==> src/rtl/histogram_lut_uygula_pkg.sv <==
// Shared constants and state encoding for the histogram LUT remapping stage.
package histogram_lut_uygula_pkg;

   localparam int PIXEL_BIT    = 8;
   localparam int LUT_DERINLIK = 1 << PIXEL_BIT;

   typedef enum logic [1:0] {
      BOS    = 2'd0,
      YUKLE  = 2'd1,
      UYGULA = 2'd2
   } durum_t;

endpackage

==> src/rtl/histogram_lut_uygula_if.sv <==
// LUT-load and pixel-stream signals of histogram_lut_uygula, bundled with
// master (feeding side) and slave (the remapping block) modports.
interface histogram_lut_uygula_if
   import histogram_lut_uygula_pkg::*;
#(
   parameter int PIXEL_W = PIXEL_BIT
);

   logic               lut_basla_i;
   logic               lut_etkin_i;
   logic [PIXEL_W-1:0] lut_deger_i;
   logic               lut_tamam_o;
   logic               lut_gecerli_o;

   // Valid/ready: a pixel moves on a clock edge where its valid and the
   // receiver's ready are both high; an unaccepted valid keeps its data stable.
   logic               pixel_gecerli_i;
   logic [PIXEL_W-1:0] pixel_i;
   logic               pixel_hazir_o;
   logic               pixel_gecerli_o;
   logic [PIXEL_W-1:0] pixel_o;
   logic               pixel_hazir_i;

   modport master (
      output lut_basla_i, lut_etkin_i, lut_deger_i,
      output pixel_gecerli_i, pixel_i, pixel_hazir_i,
      input  lut_tamam_o, lut_gecerli_o,
      input  pixel_hazir_o, pixel_gecerli_o, pixel_o
   );

   modport slave (
      input  lut_basla_i, lut_etkin_i, lut_deger_i,
      input  pixel_gecerli_i, pixel_i, pixel_hazir_i,
      output lut_tamam_o, lut_gecerli_o,
      output pixel_hazir_o, pixel_gecerli_o, pixel_o
   );

endinterface

==> src/rtl/histogram_lut_uygula_lut_bellek.sv <==
// 2^PIXEL_W x PIXEL_W register file: one synchronous write port, one
// combinational read port. Contents are deliberately not reset.
module histogram_lut_uygula_lut_bellek
   import histogram_lut_uygula_pkg::*;
#(
   parameter int PIXEL_W = PIXEL_BIT
) (
   input  logic               clk_i,
   input  logic               yaz_en,
   input  logic [PIXEL_W-1:0] yaz_adr,
   input  logic [PIXEL_W-1:0] yaz_veri,
   input  logic [PIXEL_W-1:0] oku_adr,
   output logic [PIXEL_W-1:0] oku_veri
);

   localparam int DERINLIK = 1 << PIXEL_W;

   logic [PIXEL_W-1:0] mem [DERINLIK];

   always_ff @(posedge clk_i) begin
      if (yaz_en) mem[yaz_adr] <= yaz_veri;
   end

   assign oku_veri = mem[oku_adr];

endmodule

==> src/rtl/histogram_lut_uygula.sv <==
// Captures a 2^PIXEL_W-entry equalisation LUT and remaps a valid/ready pixel
// stream through it. Define HISTOGRAM_LUT_CIFT_TAMPON_EN for a shadow-bank reload.
module histogram_lut_uygula
   import histogram_lut_uygula_pkg::*;
#(
   parameter int PIXEL_W = PIXEL_BIT
) (
   input  logic                 clk_i,
   input  logic                 rst_i,
   histogram_lut_uygula_if.slave bus,
   output durum_t               durum_o
);

   localparam logic [PIXEL_W:0] SON_IDX = {1'b0, {PIXEL_W{1'b1}}};

   durum_t             durum_q, durum_d;
   logic [PIXEL_W:0]   yaz_idx_q, yaz_idx_d;
   logic [PIXEL_W-1:0] yaz_adr;
   logic               son_yazim;
   logic               yukle_bas;
   logic               tamam_q;
   logic               gecerli_q, gecerli_d;
   logic               cikis_gecerli_q;
   logic [PIXEL_W-1:0] cikis_pixel_q;
   logic [PIXEL_W-1:0] okunan;
   logic               hazir;
   logic               transfer;

   // A restart pulse redirects a same-cycle write to index 0.
   assign yaz_adr   = bus.lut_basla_i ? '0 : yaz_idx_q[PIXEL_W-1:0];
   assign son_yazim = bus.lut_etkin_i && !bus.lut_basla_i && (yaz_idx_q == SON_IDX);
   assign yukle_bas = bus.lut_basla_i || (bus.lut_etkin_i && (durum_q != YUKLE));

   assign hazir    = gecerli_q && (!cikis_gecerli_q || bus.pixel_hazir_i);
   assign transfer = bus.pixel_gecerli_i && hazir;

   always_comb begin
      durum_d   = durum_q;
      yaz_idx_d = yaz_idx_q;
      gecerli_d = gecerli_q;
      if (bus.lut_etkin_i) begin
         yaz_idx_d = son_yazim ? '0 : ({1'b0, yaz_adr} + {{PIXEL_W{1'b0}}, 1'b1});
      end else if (bus.lut_basla_i) begin
         yaz_idx_d = '0;
      end
      if (son_yazim) begin
         durum_d   = UYGULA;
         gecerli_d = 1'b1;
      end else if (yukle_bas) begin
         durum_d = YUKLE;
`ifndef HISTOGRAM_LUT_CIFT_TAMPON_EN
         gecerli_d = 1'b0;
`endif
      end
   end

   always_ff @(posedge clk_i) begin
      if (rst_i) begin
         durum_q   <= BOS;
         yaz_idx_q <= '0;
         tamam_q   <= 1'b0;
         gecerli_q <= 1'b0;
      end else begin
         durum_q   <= durum_d;
         yaz_idx_q <= yaz_idx_d;
         tamam_q   <= son_yazim;
         gecerli_q <= gecerli_d;
      end
   end

   // Output register; it holds while downstream stalls, even during a reload.
   always_ff @(posedge clk_i) begin
      if (rst_i) begin
         cikis_gecerli_q <= 1'b0;
         cikis_pixel_q   <= '0;
      end else if (transfer) begin
         cikis_gecerli_q <= 1'b1;
         cikis_pixel_q   <= okunan;
      end else if (bus.pixel_hazir_i) begin
         cikis_gecerli_q <= 1'b0;
      end
   end

`ifdef HISTOGRAM_LUT_CIFT_TAMPON_EN
   logic               aktif_q;
   logic [PIXEL_W-1:0] oku [2];

   // Loads fill the bank that is not being read; completion swaps them.
   always_ff @(posedge clk_i) begin
      if (rst_i)          aktif_q <= 1'b0;
      else if (son_yazim) aktif_q <= !aktif_q;
   end

   for (genvar b = 0; b < 2; b++) begin : g_bank
      histogram_lut_uygula_lut_bellek #(.PIXEL_W(PIXEL_W)) u_bellek (
         .clk_i    (clk_i),
         .yaz_en   (bus.lut_etkin_i && (aktif_q != 1'(b))),
         .yaz_adr  (yaz_adr),
         .yaz_veri (bus.lut_deger_i),
         .oku_adr  (bus.pixel_i),
         .oku_veri (oku[b])
      );
   end

   assign okunan = oku[aktif_q];
`else
   histogram_lut_uygula_lut_bellek #(.PIXEL_W(PIXEL_W)) u_bellek (
      .clk_i    (clk_i),
      .yaz_en   (bus.lut_etkin_i),
      .yaz_adr  (yaz_adr),
      .yaz_veri (bus.lut_deger_i),
      .oku_adr  (bus.pixel_i),
      .oku_veri (okunan)
   );
`endif

   assign bus.lut_tamam_o     = tamam_q;
   assign bus.lut_gecerli_o   = gecerli_q;
   assign bus.pixel_hazir_o   = hazir;
   assign bus.pixel_gecerli_o = cikis_gecerli_q;
   assign bus.pixel_o         = cikis_pixel_q;
   assign durum_o             = durum_q;

endmodule

==> src/flat_wrapper.sv <==
// flat-port wrapper written by rule: the top's interface ports become plain ports
module histogram_lut_uygula_flat import histogram_lut_uygula_pkg::*;
#(
   parameter int PIXEL_W = PIXEL_BIT
)
  (clk_i, rst_i, durum_o, bus_lut_basla_i, bus_lut_etkin_i, bus_lut_deger_i, bus_pixel_gecerli_i, bus_pixel_i, bus_pixel_hazir_i, bus_lut_tamam_o, bus_lut_gecerli_o, bus_pixel_hazir_o, bus_pixel_gecerli_o, bus_pixel_o);
  histogram_lut_uygula_if #(.PIXEL_W(PIXEL_W)) bus_i ();
  input  logic clk_i;
  input  logic rst_i;
  output durum_t durum_o;
  input wire logic [$bits(bus_i.lut_basla_i)-1:0] bus_lut_basla_i;
  input wire logic [$bits(bus_i.lut_etkin_i)-1:0] bus_lut_etkin_i;
  input wire logic [$bits(bus_i.lut_deger_i)-1:0] bus_lut_deger_i;
  input wire logic [$bits(bus_i.pixel_gecerli_i)-1:0] bus_pixel_gecerli_i;
  input wire logic [$bits(bus_i.pixel_i)-1:0] bus_pixel_i;
  input wire logic [$bits(bus_i.pixel_hazir_i)-1:0] bus_pixel_hazir_i;
  output wire logic [$bits(bus_i.lut_tamam_o)-1:0] bus_lut_tamam_o;
  output wire logic [$bits(bus_i.lut_gecerli_o)-1:0] bus_lut_gecerli_o;
  output wire logic [$bits(bus_i.pixel_hazir_o)-1:0] bus_pixel_hazir_o;
  output wire logic [$bits(bus_i.pixel_gecerli_o)-1:0] bus_pixel_gecerli_o;
  output wire logic [$bits(bus_i.pixel_o)-1:0] bus_pixel_o;
  assign bus_i.lut_basla_i = bus_lut_basla_i;
  assign bus_i.lut_etkin_i = bus_lut_etkin_i;
  assign bus_i.lut_deger_i = bus_lut_deger_i;
  assign bus_i.pixel_gecerli_i = bus_pixel_gecerli_i;
  assign bus_i.pixel_i = bus_pixel_i;
  assign bus_i.pixel_hazir_i = bus_pixel_hazir_i;
  assign bus_lut_tamam_o = bus_i.lut_tamam_o;
  assign bus_lut_gecerli_o = bus_i.lut_gecerli_o;
  assign bus_pixel_hazir_o = bus_i.pixel_hazir_o;
  assign bus_pixel_gecerli_o = bus_i.pixel_gecerli_o;
  assign bus_pixel_o = bus_i.pixel_o;
  histogram_lut_uygula #(.PIXEL_W(PIXEL_W)) u_core (.clk_i(clk_i), .rst_i(rst_i), .bus(bus_i), .durum_o(durum_o));
endmodule
==> config.mk <==
export PLATFORM = sky130hd
export DESIGN_NAME = histogram_lut_uygula_flat
export DESIGN_NICKNAME = d
export VERILOG_FILES = /design/src/rtl/histogram_lut_uygula_pkg.sv /design/src/rtl/histogram_lut_uygula_if.sv /design/src/rtl/histogram_lut_uygula_lut_bellek.sv /design/src/rtl/histogram_lut_uygula.sv /design/src/flat_wrapper.sv
export SDC_FILE = /design/constraint.sdc
export NUM_CORES = 2
export LEC_CHECK = 0
export CORE_MARGIN = 2
export CORE_UTILIZATION = 31
export CTS_BUF_LIST = sky130_fd_sc_hd__clkbuf_8
export DETAILED_ROUTE_END_ITERATION = 7
export PLACE_DENSITY_LB_ADDON = 0.3
export SYNTH_ARGS = -nofsm -noshare
export SYNTH_HDL_FRONTEND = slang
export SYNTH_HIERARCHICAL = 1
export SYNTH_SLANG_ARGS = --single-unit
export TNS_END_PERCENT = 5
==> constraint.sdc <==
create_clock -name clk_i -period 3.7 [get_ports clk_i]
set_clock_uncertainty 0.1 [all_clocks]
set_input_delay 0.925 -clock clk_i [delete_from_list [all_inputs] [get_ports clk_i]]
set_output_delay 0.925 -clock clk_i [all_outputs]
set_load 0.02 [all_outputs]
Word level (Yosys, flattened, before mapping)
Memory sizes are Yosys's and may differ from the RTL's. A register that Yosys moved wholly into a read port is not among the register bits.
Cells that the tools add are included.
{"block": "word_totals", "regBits": 14, "latchBits": 0, "mem_bits_rw": 2048, "mem_bits_ro": 0, "input_bits": 22, "out_inout_bits": 14, "word_cells": 35, "memories": 1}
{"name": "u_core.u_bellek.mem", "words": 256, "width": 8, "rd": 1, "rd_ports_with_merged_regs": 1, "wr": 1, "line_no": "histogram_lut_uygula_lut_bellek.sv:18", "source": "logic [PIXEL_W-1:0] mem [DERINLIK];"}
{"block": "classes", "n_addsub": 1, "n_mul": 0, "div_mod_pow": 0, "order_cmp": 0, "eq_ne": 2, "n_shift": 0, "mux": 12, "bitwise_logic": 0, "reduce_logical": 13}
{"cell": "$mux W9", "count": 3}
{"cell": "$add A8 B1 Y9 const B", "count": 1}
{"cell": "$eq A9 B8 Y1 const B", "count": 1}
{"cell": "$mux W8", "count": 1}
{"cell": "$mux W1", "count": 6}
{"cell": "$reduce_bool A2 Y1", "count": 3}
{"cell": "$logic_and A1 B1 Y1", "count": 5}
{"cell": "$mux W2", "count": 2}
{"cell": "$logic_not A1 Y1", "count": 2}
{"cell": "$logic_or A1 B1 Y1", "count": 2}
{"cell": "$ne A2 B1 Y1 const B", "count": 1}
{"cell": "$reduce_or A2 Y1", "count": 1}

Logic depth before layout (Yosys ltp)
{"block": "depth", "word_depth": 5, "depth_mapped": 13, "ltp_nobuf": 8}

By module
Netlist, hierarchy kept.
{"mod": "histogram_lut_uygula_lut_bellek", "instances": 1, "cells_each": 3725, "area_each_um2": 79396.1, "seq_area_each_um2": 61499.0}
{"mod": "histogram_lut_uygula", "instances": 1, "cells_each": 111, "area_each_um2": 953.4, "seq_area_each_um2": 420.4}

Worst setup path after synthesis
Ideal clock, no wire load.
{"block": "synth_path", "path_kind": "input -> register", "start": "input port bus_lut_basla_i", "end": "memory u_core/u_bellek/mem[237][0] (netlist name), enable pin", "setup_ns": 0.370, "arrival_ns": 2.746, "t_required_ns": 3.230, "setup_slack_ns": 0.484, "cell_stages": 8, "n_path_buf": 4, "cell_sequence": "clkbuf_1 > nor2b_1 > clkbuf_1 > nor2b_1 > clkbuf_1 > nand4_1 > clkbuf_1 > nor2_1"}
{"block": "synth_via", "elab_chain_len": 1}
{"item": "start: declaration", "line_no": "flat_wrapper.sv:11", "source": "input wire logic [$bits(bus_i.lut_basla_i)-1:0] bus_lut_basla_i;"}
{"item": "$mux W8", "line_no": "histogram_lut_uygula.sv:30", "source": "assign yaz_adr = bus.lut_basla_i ? '0 : yaz_idx_q[PIXEL_W-1:0];"}
{"item": "net u_core.yaz_adr[0]", "line_no": "histogram_lut_uygula.sv:18", "source": "logic [PIXEL_W-1:0] yaz_adr;"}
{"item": "end: declaration", "line_no": "histogram_lut_uygula_lut_bellek.sv:18"}
The timed path passes the listed nets, and every way through them passes these cells.

==> summary.md <==
| Metric | Value |
|---|---|
| Outcome | `finished clean` |
| Tmin final | `3570 ps` |
| Pin count of the biggest net entering global routing | `117` |
| Synth Area in Compound Gates | `3.60%` |
| Post-DP HPWL | `between 100000 and 150000 um` |
| Placed Area | `about 0.090 mm2` |
| Synth top cells by count | `2048 x edfxtp_1, 454 x mux4_2, 291 x nor2_1, 134 x mux2i_1, 133 x a22oi_1` |
| Pwr/cell area | `between 400 and 500 mW/mm2` |
| Crit path kind | `register to output port` |
| Post-Syn Area | `0.0803 mm2` |
| Starting Density | `a little under a third` |
| Max Freq | `about 280 MHz` |
| Peak supply drop | `394 uV` |
| Largest family of logic cells by synthesized area | `multiplexers` |
| Hold Fails Final Rpt | `0` |
| Vias in the first global route | `approximately 42000` |
| Design Power | `~47 mW` |
| Setup ws final | `~130 ps` |
| Fin area | `around 0.096 mm2` |
| Num rows | `186` |
| Place WS | `-610 ps` |
| DRT iter0 DRCs | `about 4700` |
| Worst Max-Slew Pin Slew | `approximately 1100 ps` |
| #FFs+latches synth | `between 2000 and 2500` |
| Worst skew pair latency | `between 1000 and 1500 ps` |
| XOR/XNOR Fraction of Synth Area | `less than 1%` |
| Overflow after GRT | `0` |
| Cts hold-fix bufs | `0` |
| Dominant cell type by area after synthesis | `edfxtp_1` |
| Hold WC Path Type | `input pin to register` |
| Post-synth ARST share | `0%` |
| GRT Total Usage | `between 15 and 20%` |
| Vias per inst | `5.08` |
| Multi-input logic area | `approximately 0.017 mm2` |
| GPL Wtd Cong | `0.851` |
| Root buf cell | `clkbuf_8` |
| Port buffer count | `35` |
| Leakage power | `just over 30 nW` |
| Most frequent cell after synthesis | `edfxtp_1` |
| Final period utilization | `between 90% and 100%` |
| Main synth FF type | `edfxtp_1` |
| Max FO, Critical Path | `9` |
| Num Clock Sinks | `~2100` |
| CP Cell Sequence | `clkinv_2 > nor2_1 > buf_4 > clkdlybuf4s50_1` |
| Worst path required time | `2670 ps` |
| Simple-gate share of the synthesized area | `between 2 and 3%` |
| Layout fillers | `23637` |
| Nets | `between 4000 and 5000` |
| Core footprint | `between 0.2 and 0.3 mm2` |
| Arrival time at the worst endpoint | `between 2000 and 3000 ps` |
| Slowest-stage cell, CP | `clkdlybuf4s50_1` |
| Max Cap Violations | `0` |
| Synth Warn # | `6` |
| Synth-to-layout area growth | `19.1%` |
| Final antenna-violating net count | `0` |
| DIE AREA | `~0.26 mm2` |
| Setup crit start kind | `register` |
| Critical Path Max Stage Delay | `610 ps` |
| H-tree depth | `5` |
| Post-Synth Adder-Cell Area | `0%` |
| Die height | `~510 um` |
| Reg area | `between 0.06 and 0.07 mm2` |
| Routed len/inst | `between 20 and 30 um` |
| Reg clk slew, reported paths | `60 ps` |
| CTS max path bufs | `4` |
| Dominant cells by area after synthesis | `edfxtp_1 77%, mux4_2 13%, mux2i_1 1.7%` |
| Endpoint class of the critical path | `output port` |
| Num CTS Buffers | `347` |
| Top cell type's share of synthesized area | `76.5%` |
| Rel. slew slack | `between 20 and 25%` |
| Number of top-level pins | `36` |
| Die width | `about 500 um` |
| Share of layout cells above drive strength 1 | `32.2%` |
| Initial antenna violation count | `11` |
| DR pass1 iterations | `5` |
| DRT Wirelength | `about 220000 um` |
| Slew Limit Fails | `0` |
| Post-synthesis mux area share | `around 14%` |
| Post-synth EDFFs | `2048` |
| Syn_nets | `~3900` |
| Synthesized area per cell | `between 20 and 25 um2` |
| Setup violators final | `0` |
| Synth unique cells | `66` |
| DR DRC count | `0` |
| RSZ-0062 raised after global routing | `false` |
| CTS tree | `built` |
| Via count | `about 42000` |
| Sequential share of the synthesized area | `between 70% and 80%` |
| First-pass GRT wire length | `313000 um` |
| Synth Instances | `between 3000 and 4000` |
## final timing paths
check                               end                  startpoint  cells past startpoint  slack, ps
max                   bus_pixel_hazir_o           u_core/durum_o[1]                      4        130
min          u_core/u_bellek/mem[23][5]          bus_lut_deger_i[5]                      1        200
max reg2reg       u_core/bus.pixel_o[7]  u_core/u_bellek/mem[72][7]                     10        590
min reg2reg         u_core/yaz_idx_q[8]         u_core/yaz_idx_q[8]                      1        370
## sequential cells by signal (all words and copies together) (netlist names)
| register | count |
|---|---|
| u_core/bus.lut_tamam_o | 1 |
| u_core/bus.pixel_o | 8 |
| u_core/yaz_idx_q | 9 |
| u_core/durum_o | 2 |
| u_core/bus.pixel_gecerli_o | 1 |
| u_core/u_bellek/mem | 2048 |
## metal layers
metal  track usage, %  up-vias  routed length [um]
li1                 -    17725                   -
met1             23.3    22437               95800
met2             25.8     1575              103000
met3             2.74      321               14600
met4             5.67        0                6810
met5                0        -                   0
## where the power goes
part           switching (mW)  total [mW]  internal (mW)
clock network            8.99        18.5           9.55
logic                    1.55        2.54          0.990
registers             0.00524        25.8           25.8
## metrics by stage
step / util [%] / setup TNS [ps] / cells / hold slack, ps
2_1_floorplan: - / 0 / 3836 / 340
3_3_place_gp: 34.8 / -3760 / 7674 / 352
3_5_place_dp: 34.8 / -3430 / 7674 / 359
4_1_cts: 37.2 / 0 / 8274 / 94.5
5_1_grt: 37.2 / 0 / 8275 / 143
6_report: 37.2 / 0 / 8279 / 197
## cell type report
type	instances	area share, %
Sequential cell	2069	64.7
Multi-Input combinational cell	1520	17.7
Antenna cell	5	0.0131
Tap cell	3384	4.42
Inverter	5	0.0209
Timing Repair Buffer	696	6.65
Clock inverter	239	1.25
Clock buffer	361	5.19
## kinds of logic after synthesis
family                 Yosys count
AND/OR/NAND/NOR                512
buffers and inverters          247
AO/OA/AOI/OAI                  413
XOR/XNOR                         4
flip-flops                    2069
multiplexers                   591
## critical path, delay by kind of cell (launching register included)
| kind | cells | cell delay [ps] |
|---|---|---|
| and+or+nand+nor | 1 | 180 |
| DFF | 1 | 350 |
| buffers and inverters | 3 | 960 |
## cell usage in the layout (no fill, tap or decap), drive strengths merged, types with 14 or more instances in the layout
| cell type | synthesis | layout |
|---|---|---|
| mux4 | 456 | 456 |
| buf | 125 | 675 |
| nor2b | 40 | 40 |
| dfxtp | 21 | 21 |
| nand3 | 36 | 36 |
| nor4 | 27 | 27 |
| clkbuf | 117 | 361 |
| a221oi | 14 | 14 |
| mux2i | 134 | 134 |
| nor2 | 291 | 291 |
| nor3 | 24 | 24 |
| a21oi | 110 | 110 |
| o22ai | 28 | 28 |
| edfxtp | 2048 | 2048 |
| a211oi | 16 | 16 |
| clkdlybuf4s50 | 0 | 21 |
| a22oi | 133 | 133 |
| clkinv | 3 | 133 |
| o221ai | 47 | 47 |
| inv | 2 | 98 |
| nand2 | 38 | 38 |
| o21ai | 14 | 14 |
| nand4 | 19 | 19 |
## repair_timing
action	in CTS	in global routing
buffers inserted	0	0
resized for setup	1	0
endpoints found under the setup margin	1	0
Note: power is estimated with default switching activity, not from simulation.
